**config.mk**
```make
export PLATFORM = sky130hd
export DESIGN_NAME = cim_op_scheduler
export DESIGN_NICKNAME = d
export VERILOG_FILES = /design/src/rtl/cim_op_scheduler_pkg.sv /design/src/rtl/cim_op_scheduler_rr_arbiter3.sv /design/src/rtl/cim_op_scheduler.sv
export SDC_FILE = /design/constraint.sdc
export NUM_CORES = 1
export LEC_CHECK = 0
export CORE_ASPECT_RATIO = 0.7
export CORE_MARGIN = 4
export CORE_UTILIZATION = 49
export CTS_CLUSTER_SIZE = 8
export DETAILED_ROUTE_END_ITERATION = 16
export PLACE_DENSITY = 0.78
export SLEW_MARGIN = 15
export SYNTH_ARGS = -nofsm -noshare
export SYNTH_HDL_FRONTEND = slang
export SYNTH_SLANG_ARGS = --single-unit
```
**constraint.sdc**
```tcl
create_clock -name clk -period 2.2 [get_ports clk]
set_clock_uncertainty 0.15 [all_clocks]
set_input_delay 0.44 -clock clk [delete_from_list [all_inputs] [get_ports clk]]
set_output_delay 0.44 -clock clk [all_outputs]
set_load 0.005 [all_outputs]
```
**src/rtl/cim_op_scheduler_pkg.sv**
```systemverilog
// Shared definitions for the CIM operation scheduler: controller op codes,
// requester slot indices, FSM state encoding and a small modulo-3 helper.
// Ports: none (package).

package cim_op_scheduler_pkg;

   // Operation codes driven on r_w_cim towards the macro controller
   localparam logic [1:0] OP_IDLE  = 2'b00;
   localparam logic [1:0] OP_WRITE = 2'b01;
   localparam logic [1:0] OP_READ  = 2'b10;
   localparam logic [1:0] OP_CIM   = 2'b11;

   // Requester slots in the req/gnt/done vectors
   localparam logic [1:0] REQ_W = 2'd0;
   localparam logic [1:0] REQ_R = 2'd1;
   localparam logic [1:0] REQ_C = 2'd2;

   typedef enum logic [2:0] {
      S_IDLE      = 3'd0,
      S_ISSUE     = 3'd1,
      S_WAIT_BUSY = 3'd2,
      S_RUN       = 3'd3,
      S_DONE      = 3'd4
   } state_e;

   // Reduce a value in 0..5 to 0..2; used for round-robin index arithmetic
   function automatic logic [1:0] wrap3(input logic [2:0] v);
      logic [2:0] r;
      r = (v >= 3'd3) ? (v - 3'd3) : v;
      return r[1:0];
   endfunction

   // Requester slot k maps to op code k+1 (write/read/cim)
   function automatic logic [1:0] op_for_req(input logic [1:0] idx);
      return idx + 2'd1;
   endfunction

endpackage

```
**src/rtl/cim_op_scheduler_rr_arbiter3.sv**
```systemverilog
// Purpose : combinational 3-way round-robin pick; first set req bit at or after ptr.
// Latency : purely combinational, no state.
// Backpress: none; the caller decides when the pick is consumed.
// Ports   : req_i (request vector), ptr_i (priority pointer 0..2),
//           vld_o (any request), gnt_o (one-hot pick), idx_o (picked slot).

module cim_op_scheduler_rr_arbiter3
   import cim_op_scheduler_pkg::*;
(
   input  logic [2:0] req_i,
   input  logic [1:0] ptr_i,
   output logic       vld_o,
   output logic [2:0] gnt_o,
   output logic [1:0] idx_o
);

   logic [1:0] cand;

   // Scan from the farthest offset down to the pointer so the closest
   // requester (lowest offset) is the one that survives.
   always_comb begin
      vld_o = 1'b0;
      gnt_o = 3'b000;
      idx_o = REQ_W;
      cand  = REQ_W;
      for (int i = 2; i >= 0; i--) begin
         cand = wrap3({1'b0, ptr_i} + 3'(i));
         if (req_i[cand]) begin
            vld_o = 1'b1;
            idx_o = cand;
            gnt_o = 3'b001 << cand;
         end
      end
   end

endmodule

```
**src/rtl/cim_op_scheduler.sv**
```systemverilog
// Purpose : arbitrates write/read/CIM requesters onto one DCIM macro controller,
//           running NPASS controller passes per CIM request.
// Latency : grant on the IDLE edge, start 1 cycle later, done 4 cycles after the
//           request is sampled when busy lasts one cycle.
// Backpress: controller busy stalls RUN; no grant while en is low; an op whose busy
//           never rises within TIMEOUT cycles is aborted with err.
// Ports   : clk, rst_b (async active-low), en, req[2:0] (write/read/cim),
//           gnt[2:0], done[2:0], err, pass_idx[2:0], r_w_cim[1:0], start, busy.

module cim_op_scheduler
   import cim_op_scheduler_pkg::*;
#(
   parameter int unsigned NPASS   = 2,
   parameter int unsigned TIMEOUT = 15
)(
   input  logic       clk,
   input  logic       rst_b,
   input  logic       en,
   input  logic [2:0] req,
   output logic [2:0] gnt,
   output logic [2:0] done,
   output logic       err,
   output logic [2:0] pass_idx,
   output logic [1:0] r_w_cim,
   output logic       start,
   input  logic       busy
);

   state_e     state_q,   state_d;
   logic [2:0] gnt_q,     gnt_d;
   logic [1:0] idx_q,     idx_d;
   logic [1:0] op_q,      op_d;
   logic [2:0] pass_q,    pass_d;
   logic [7:0] cnt_q,     cnt_d;
   logic       abort_q,   abort_d;
   logic [1:0] ptr_q,     ptr_d;

   logic       arb_vld;
   logic [2:0] arb_gnt;
   logic [1:0] arb_idx;

   cim_op_scheduler_rr_arbiter3 u_rr_arbiter3 (
      .req_i (req),
      .ptr_i (ptr_q),
      .vld_o (arb_vld),
      .gnt_o (arb_gnt),
      .idx_o (arb_idx)
   );

   always_ff @(posedge clk or negedge rst_b) begin
      if (!rst_b) begin
         state_q <= S_IDLE;
         gnt_q   <= 3'b000;
         idx_q   <= REQ_W;
         op_q    <= OP_IDLE;
         pass_q  <= 3'd0;
         cnt_q   <= 8'd0;
         abort_q <= 1'b0;
         ptr_q   <= REQ_W;
      end else begin
         state_q <= state_d;
         gnt_q   <= gnt_d;
         idx_q   <= idx_d;
         op_q    <= op_d;
         pass_q  <= pass_d;
         cnt_q   <= cnt_d;
         abort_q <= abort_d;
         ptr_q   <= ptr_d;
      end
   end

   always_comb begin
      state_d = state_q;
      gnt_d   = gnt_q;
      idx_d   = idx_q;
      op_d    = op_q;
      pass_d  = pass_q;
      cnt_d   = cnt_q;
      abort_d = abort_q;
      ptr_d   = ptr_q;

      case (state_q)
         S_IDLE: begin
            if (en && arb_vld) begin
               gnt_d   = arb_gnt;
               idx_d   = arb_idx;
               op_d    = op_for_req(arb_idx);
               pass_d  = 3'd0;
               abort_d = 1'b0;
               state_d = S_ISSUE;
            end
         end

         S_ISSUE: begin
            // busy is deliberately not looked at here: a level still high
            // from the controller's previous activity must not count.
            cnt_d   = 8'd0;
            state_d = S_WAIT_BUSY;
         end

         S_WAIT_BUSY: begin
            if (busy) begin
               state_d = S_RUN;
            end else if (cnt_q == 8'(TIMEOUT)) begin
               // Abort ends the whole request, including any remaining CIM passes
               abort_d = 1'b1;
               state_d = S_DONE;
            end else begin
               cnt_d = cnt_q + 8'd1;
            end
         end

         S_RUN: begin
            if (!busy) begin
               if ((op_q == OP_CIM) && (pass_q < 3'(NPASS - 1))) begin
                  pass_d  = pass_q + 3'd1;
                  state_d = S_ISSUE;
               end else begin
                  state_d = S_DONE;
               end
            end
         end

         S_DONE: begin
            ptr_d   = wrap3({1'b0, idx_q} + 3'd1);
            gnt_d   = 3'b000;
            op_d    = OP_IDLE;
            pass_d  = 3'd0;
            abort_d = 1'b0;
            state_d = S_IDLE;
         end

         default: begin
            state_d = S_IDLE;
         end
      endcase
   end

   // Pulses decode straight from state so an async reset clears them at once
   assign start    = (state_q == S_ISSUE);
   assign done     = (state_q == S_DONE) ? gnt_q : 3'b000;
   assign err      = (state_q == S_DONE) && abort_q;
   assign gnt      = gnt_q;
   assign r_w_cim  = op_q;
   assign pass_idx = pass_q;

endmodule

```
==> results.tsv, run 1 <==
metric	value	unit
port_buffers	19	
p_total	2.70	mW
dieArea	0.00399	sq mm
r2r_start	ptr_q[0]	
hpwl	3.03	mm
layout_commonest_cell	buf_4	
tightest_slew	0.384	ns
ff2ff_path_depth	7	
utilization	0.739	
wl_per_cell	18.5	um
post-route-drc-count	0	
cts_root_buf	clkbuf_8	
cts_buffer_depth	2	
ir_drop	0.000664	V
r2r_end	gnt[1]	
fp-row-count	16	
die_h	54.0	um
grt_pass1_vias	1428	
min_period	2.24	ns
outcome	finished with violations	
areaGrowthSynthToFinish	41.7	%
arrival	2.24	ns
synth_edf_count	0	
synth_seq_cells	24	
final_cell_mix	buf_4 (28), dfrtp_1 (24), clkdlybuf4s50_1 (14)	
ioPinCount	20	
drt_pass1_iterations	4	
violations	negative setup slack	
routabilityCongestion	0.870	
avgViaCountPerCell	6.07	
power_density	1290	mW/mm^2
cts_buffers	3	
synthFlopType	dfrtp_1	
ys_types	42	
wirelength	4.36	mm
synth_fp_nets	167	
clk_pin_slew	0.09	ns
whs	0.370	ns
yosysTopAreaCellShare	0.405	
htreeDepth	1	
use_met3	0.0634	
path_max_fanout	7	
rsz0062_at_grt	true	
cts_tree	done	
track_usage	0.230	
grt_pass1_wl	6.83	mm
leakagePower	0.997	nW
nets	215	
syn_area	0.00148	sq mm
async_flop_share	1.00	
required	2.21	ns
hold_violations	0	
use_met1	0.305	
vias	1432	
syn_area_per_cell	9.70	sq um
max_freq	0.447	GHz
die_x	73.8	um
max_cap_violations	0	
yosys.area.top_type	dfrtp_1	
ys.warnings.count	0	
busiest_layer	met2	
worst_slew_margin_rel	0.742	
finalCritPeriodShare	1.02	
syn_inst	153	
core	0.00284	sq mm
fin_ws	-0.0362	ns
worstSetupPathType	reg -> reg	
clock_latency	0.28	ns
grt_max_degree	25	
rrSetupSlack	-0.04	ns
drt-initial-drc-count	104	
hp-class	in -> async	
synth_area_leaders	dfrtp_1 (40%), ha_1 (5.9%), mux2_2 (3.8%)	
detail-route-antenna-nets	0	
ys_seq_area_frac	0.405	
grt_overflow_total	0	
timing.final.max_slew_violations	0	
antenna_found_initial	0	
initial_core_util	0.522	
cts.sinks	24	
endpoint_kind	flip-flop	
postCtsHoldBufs	0	
setup_viol	2	
globalRouteMet2Util	0.368	
worst_setup_path_start_kind	flip-flop	
antenna_cells	0	
drive_gt1_frac	0.295	
routing by layer:
metal  share of wire  vias up
met5               0        -
met4          0.0064        0
met3           0.067        5
met2            0.46       71
met1            0.47      692
li1                -      664
report_power, final:
group          total [mW]  internal (mW)  leakage (nW)  switching, mW
combinational        1.62          0.819         0.643          0.800
clock               0.392          0.244        0.0357          0.149
sequential          0.692          0.569         0.318          0.122
state kept, by name, indices dropped and copies added (netlist names):
register / cells
abort_q: 1
cnt_q: 8
gnt: 3
idx_q: 2
pass_idx: 3
ptr_q: 2
r_w_cim: 2
state_q: 3
area by class of cell:
| cell class | count | area (sq um) |
|---|---|---|
| Multi-Input combinational cell | 116 | 923 |
| Fill cell | 187 | 741 |
| Sequential cell | 24 | 601 |
| Timing Repair Buffer | 50 | 439 |
| Tap cell | 36 | 45.0 |
| Clock buffer | 3 | 41.3 |
| Clock inverter | 1 | 30.0 |
| Inverter | 6 | 22.5 |
worst max-delay path, stage by stage, from the launching register on:
cell,delay [ns]
dfrtp_1,0.43
inv_2,0.09
ha_4,0.20
a22o_1,0.25
a211oi_2,0.31
o21ai_4,0.11
o21ai_4,0.22
mux2_2,0.35
cells in the mapped netlist, drive strengths merged, types with 2 or more instances:
master and n:
clkbuf 6, a211oi 7, nor2 12, xor2 3, o2bb2ai 2, nor4 3
o21a 2, nand3b 3, o211ai 3, nor3 4, a22o 5, inv 6
nor2b 4, o21ai 13, xnor2 3, mux2 5, and3 7, mux2i 3
nand2 9, dfrtp 24, nand3 3, a21o 2, ha 7, a21oi 3
per-stage QoR:
stage          instance area (sq um)  setup slack [ns]  std cells  setup TNS [ns]
6_report                        2100           -0.0362        236         -0.0697
5_1_grt                         2100            -0.101        236          -0.318
4_1_cts                         2010          0.000128        233               0
3_5_place_dp                    1900            -0.229        227           -2.40
3_3_place_gp                    1900            -0.161        227           -1.43
2_1_floorplan                   1500           0.00107        153               0
logic make-up (layout without fill, tap and decap cells):
family	count (synthesis)	count (layout)	share of synthesized area
buffers and inverters	13	60	0.0337
adders and majority gates	7	7	0.0590
and+or+nand+nor	50	50	0.181
DFF	24	24	0.405
xor gates and xnor gates	6	6	0.0354
AOI/OAI and AO/OA	45	45	0.228
muxes	8	8	0.0582
worst max path at each step:
stage / startpoint / to / slack, ns / cells after the start
4_1_cts: state_q[0] / done[1] / 0.0001 / 4
6_report: ptr_q[0] / gnt[1] / -0.04 / 7
5_1_grt: ptr_q[0] / gnt[1] / -0.10 / 7
3_5_place_dp: busy / cnt_q[7] / -0.23 / 6
3_3_place_gp: req[2] / idx_q[1] / -0.16 / 6
2_1_floorplan: ptr_q[1] / gnt[0] / 0.001 / 7
repair_timing:
action	4_1_cts	5_1_grt
gates resized for setup	11	15
endpoints found under the hold margin	0	0
pin swaps	3	3
endpoints found under the setup margin	9	11
buffers inserted	2	3
gates cloned	0	0
(Power assumes the default switching activity.)
==> inputs of run 2 (changes only) <==
- CTS_CLUSTER_SIZE: 8 -> not set
==> results of run 2 <==
The final DEF is identical to that of run 1; final timing and power are the same.
==> inputs of run 3 (changes only) <==
- TNS_END_PERCENT: not set -> 5
==> results.tsv, run 3 (same netlist as run 1, synthesis figures left out) <==
metric	value	unit
outcome	finished with violations	
violations	negative setup slack	
utilization	0.721	
die_x	73.8	um
worst_slew_margin_rel	0.724	
timing.setup.tns	-0.0379	ns
detail-route-antenna-nets	0	
ir_drop	0.000663	V
fp-row-count	16	
drive_gt1_frac	0.279	
cts_tree	done	
largest_register_ffs	8	
cts_buffers	3	
endpoint_kind	flip-flop	
grt_pass1_wl	6.79	mm
antenna_cells	0	
routabilityCongestion	0.870	
crit_top_cell	o21ai_4	
postCtsHoldBufs	0	
hp-class	in -> async	
layout_commonest_cell	buf_4	
leakagePower	0.968	nW
largest_register	cnt_q	
drt-initial-drc-count	109	
worstSetupPathType	reg -> reg	
wirelength	4.06	mm
grt_max_degree	25	
die_h	54.0	um
grt_pass1_vias	1422	
fin_ws	-0.0187	ns
tightest_slew	0.411	ns
worst_setup_path_start_kind	flip-flop	
path_cells	inv_2, ha_4, a22o_1, a211oi_2, o21ai_4, o21ai_4, mux2_2	
core	0.00284	sq mm
antenna_found_initial	0	
areaGrowthSynthToFinish	38.2	%
final_cell_area	0.00205	sq mm
dieArea	0.00399	sq mm
arrival	2.23	ns
place_area	0.00190	sq mm
clk_pin_slew	0.09	ns
setup_viol	3	
path_max_fanout	7	
min_period	2.22	ns
max_freq	0.451	GHz
finalCritPeriodShare	1.01	
rsz0062_at_grt	true	
power_density	1270	mW/mm^2
grt_overflow_total	0	
nets	212	
required	2.21	ns
hold_violations	0	
drt_pass1_iterations	4	
ioPinCount	20	
final_cell_mix	buf_4 (27), dfrtp_1 (24), clkdlybuf4s50_1 (14)	
vias	1378	
max_cap_violations	0	
cts_buffer_depth	2	
path_delay_family	compound AO/OA/AOI/OAI gates	
critical_path_buf_inv_count	1	
p_total	2.59	mW
initial_core_util	0.522	
htreeDepth	1	
whs	0.365	ns
wl_per_cell	17.4	um
hpwl	3.03	mm
port_buffers	19	
crit_slowest_cell	dfrtp_1	
track_usage	0.229	
clock_latency	0.28	ns
post-route-drc-count	0	
avgViaCountPerCell	5.91	
cts_root_buf	clkbuf_8	
cts.sinks	24	
timing.final.max_slew_violations	0	
critPathMaxStageDelay	0.45	ns
-- run 3: cell count changes in the layout (fill, tap and decap cells not counted) --
cell      delta
o221a_2      +1
buf_4        -1
mux2_4       -2
o221a_4      -1
mux2_2       +2
buf_6        -2
a211oi_2     -1
a211oi_1     +1
-- run 3: where the power goes --
group / total [mW] / leakage, nW / internal [mW] / switching [mW]
sequential: 0.693 / 0.318 / 0.569 / 0.124
clock: 0.395 / 0.0357 / 0.244 / 0.151
combinational: 1.51 / 0.615 / 0.755 / 0.751
-- run 3: what timing repair did --
item	4_1_cts	5_1_grt
hold endpoints to repair	0	0
resized for setup	8	12
cloned	0	0
setup endpoints to repair	9	12
pin swaps	3	3
buffers inserted	2	0
-- run 3: worst reg2reg max path, stage by stage, from the launching register on --
cell	delay (ns)
dfrtp_1	0.45
inv_2	0.10
ha_4	0.20
a22o_1	0.24
a211oi_2	0.31
o21ai_4	0.11
o21ai_4	0.21
mux2_2	0.35
-- run 3: area by class of cell --
class	instances	area [sq um]
clock buffer	3	41.3
fill	196	792
clock inverter	1	30.0
timing repair buffer	47	409
inverter	6	22.5
sequential	24	601
multi-input combinational	116	902
tap	36	45.0
-- run 3: per-stage QoR --
stage,std cells,setup slack [ns]
2_1_floorplan,153,0.00107
3_3_place_gp,227,-0.161
3_5_place_dp,227,-0.229
4_1_cts,233,-0.0409
5_1_grt,233,-0.111
6_report,233,-0.0187
-- run 3: worst paths after layout --
kind                               to      from  depth (start not counted)  slack (ns)
max reg2reg                    gnt[1]  ptr_q[0]                          7       -0.02
min in group clk              abort_q   abort_q                          1        0.37
min reg2reg                   abort_q   abort_q                          1        0.37
max                            gnt[1]  ptr_q[0]                          7       -0.02
min                        r_w_cim[1]     rst_b                          2        0.37
max in group asynchronous    ptr_q[0]     rst_b                          2        1.28
-- run 3: per-layer routing --
metal  track usage  part of all wire
met4        0.0723            0.0084
met1         0.305              0.48
met2         0.362              0.46
met5             0                 0
met3        0.0634             0.054
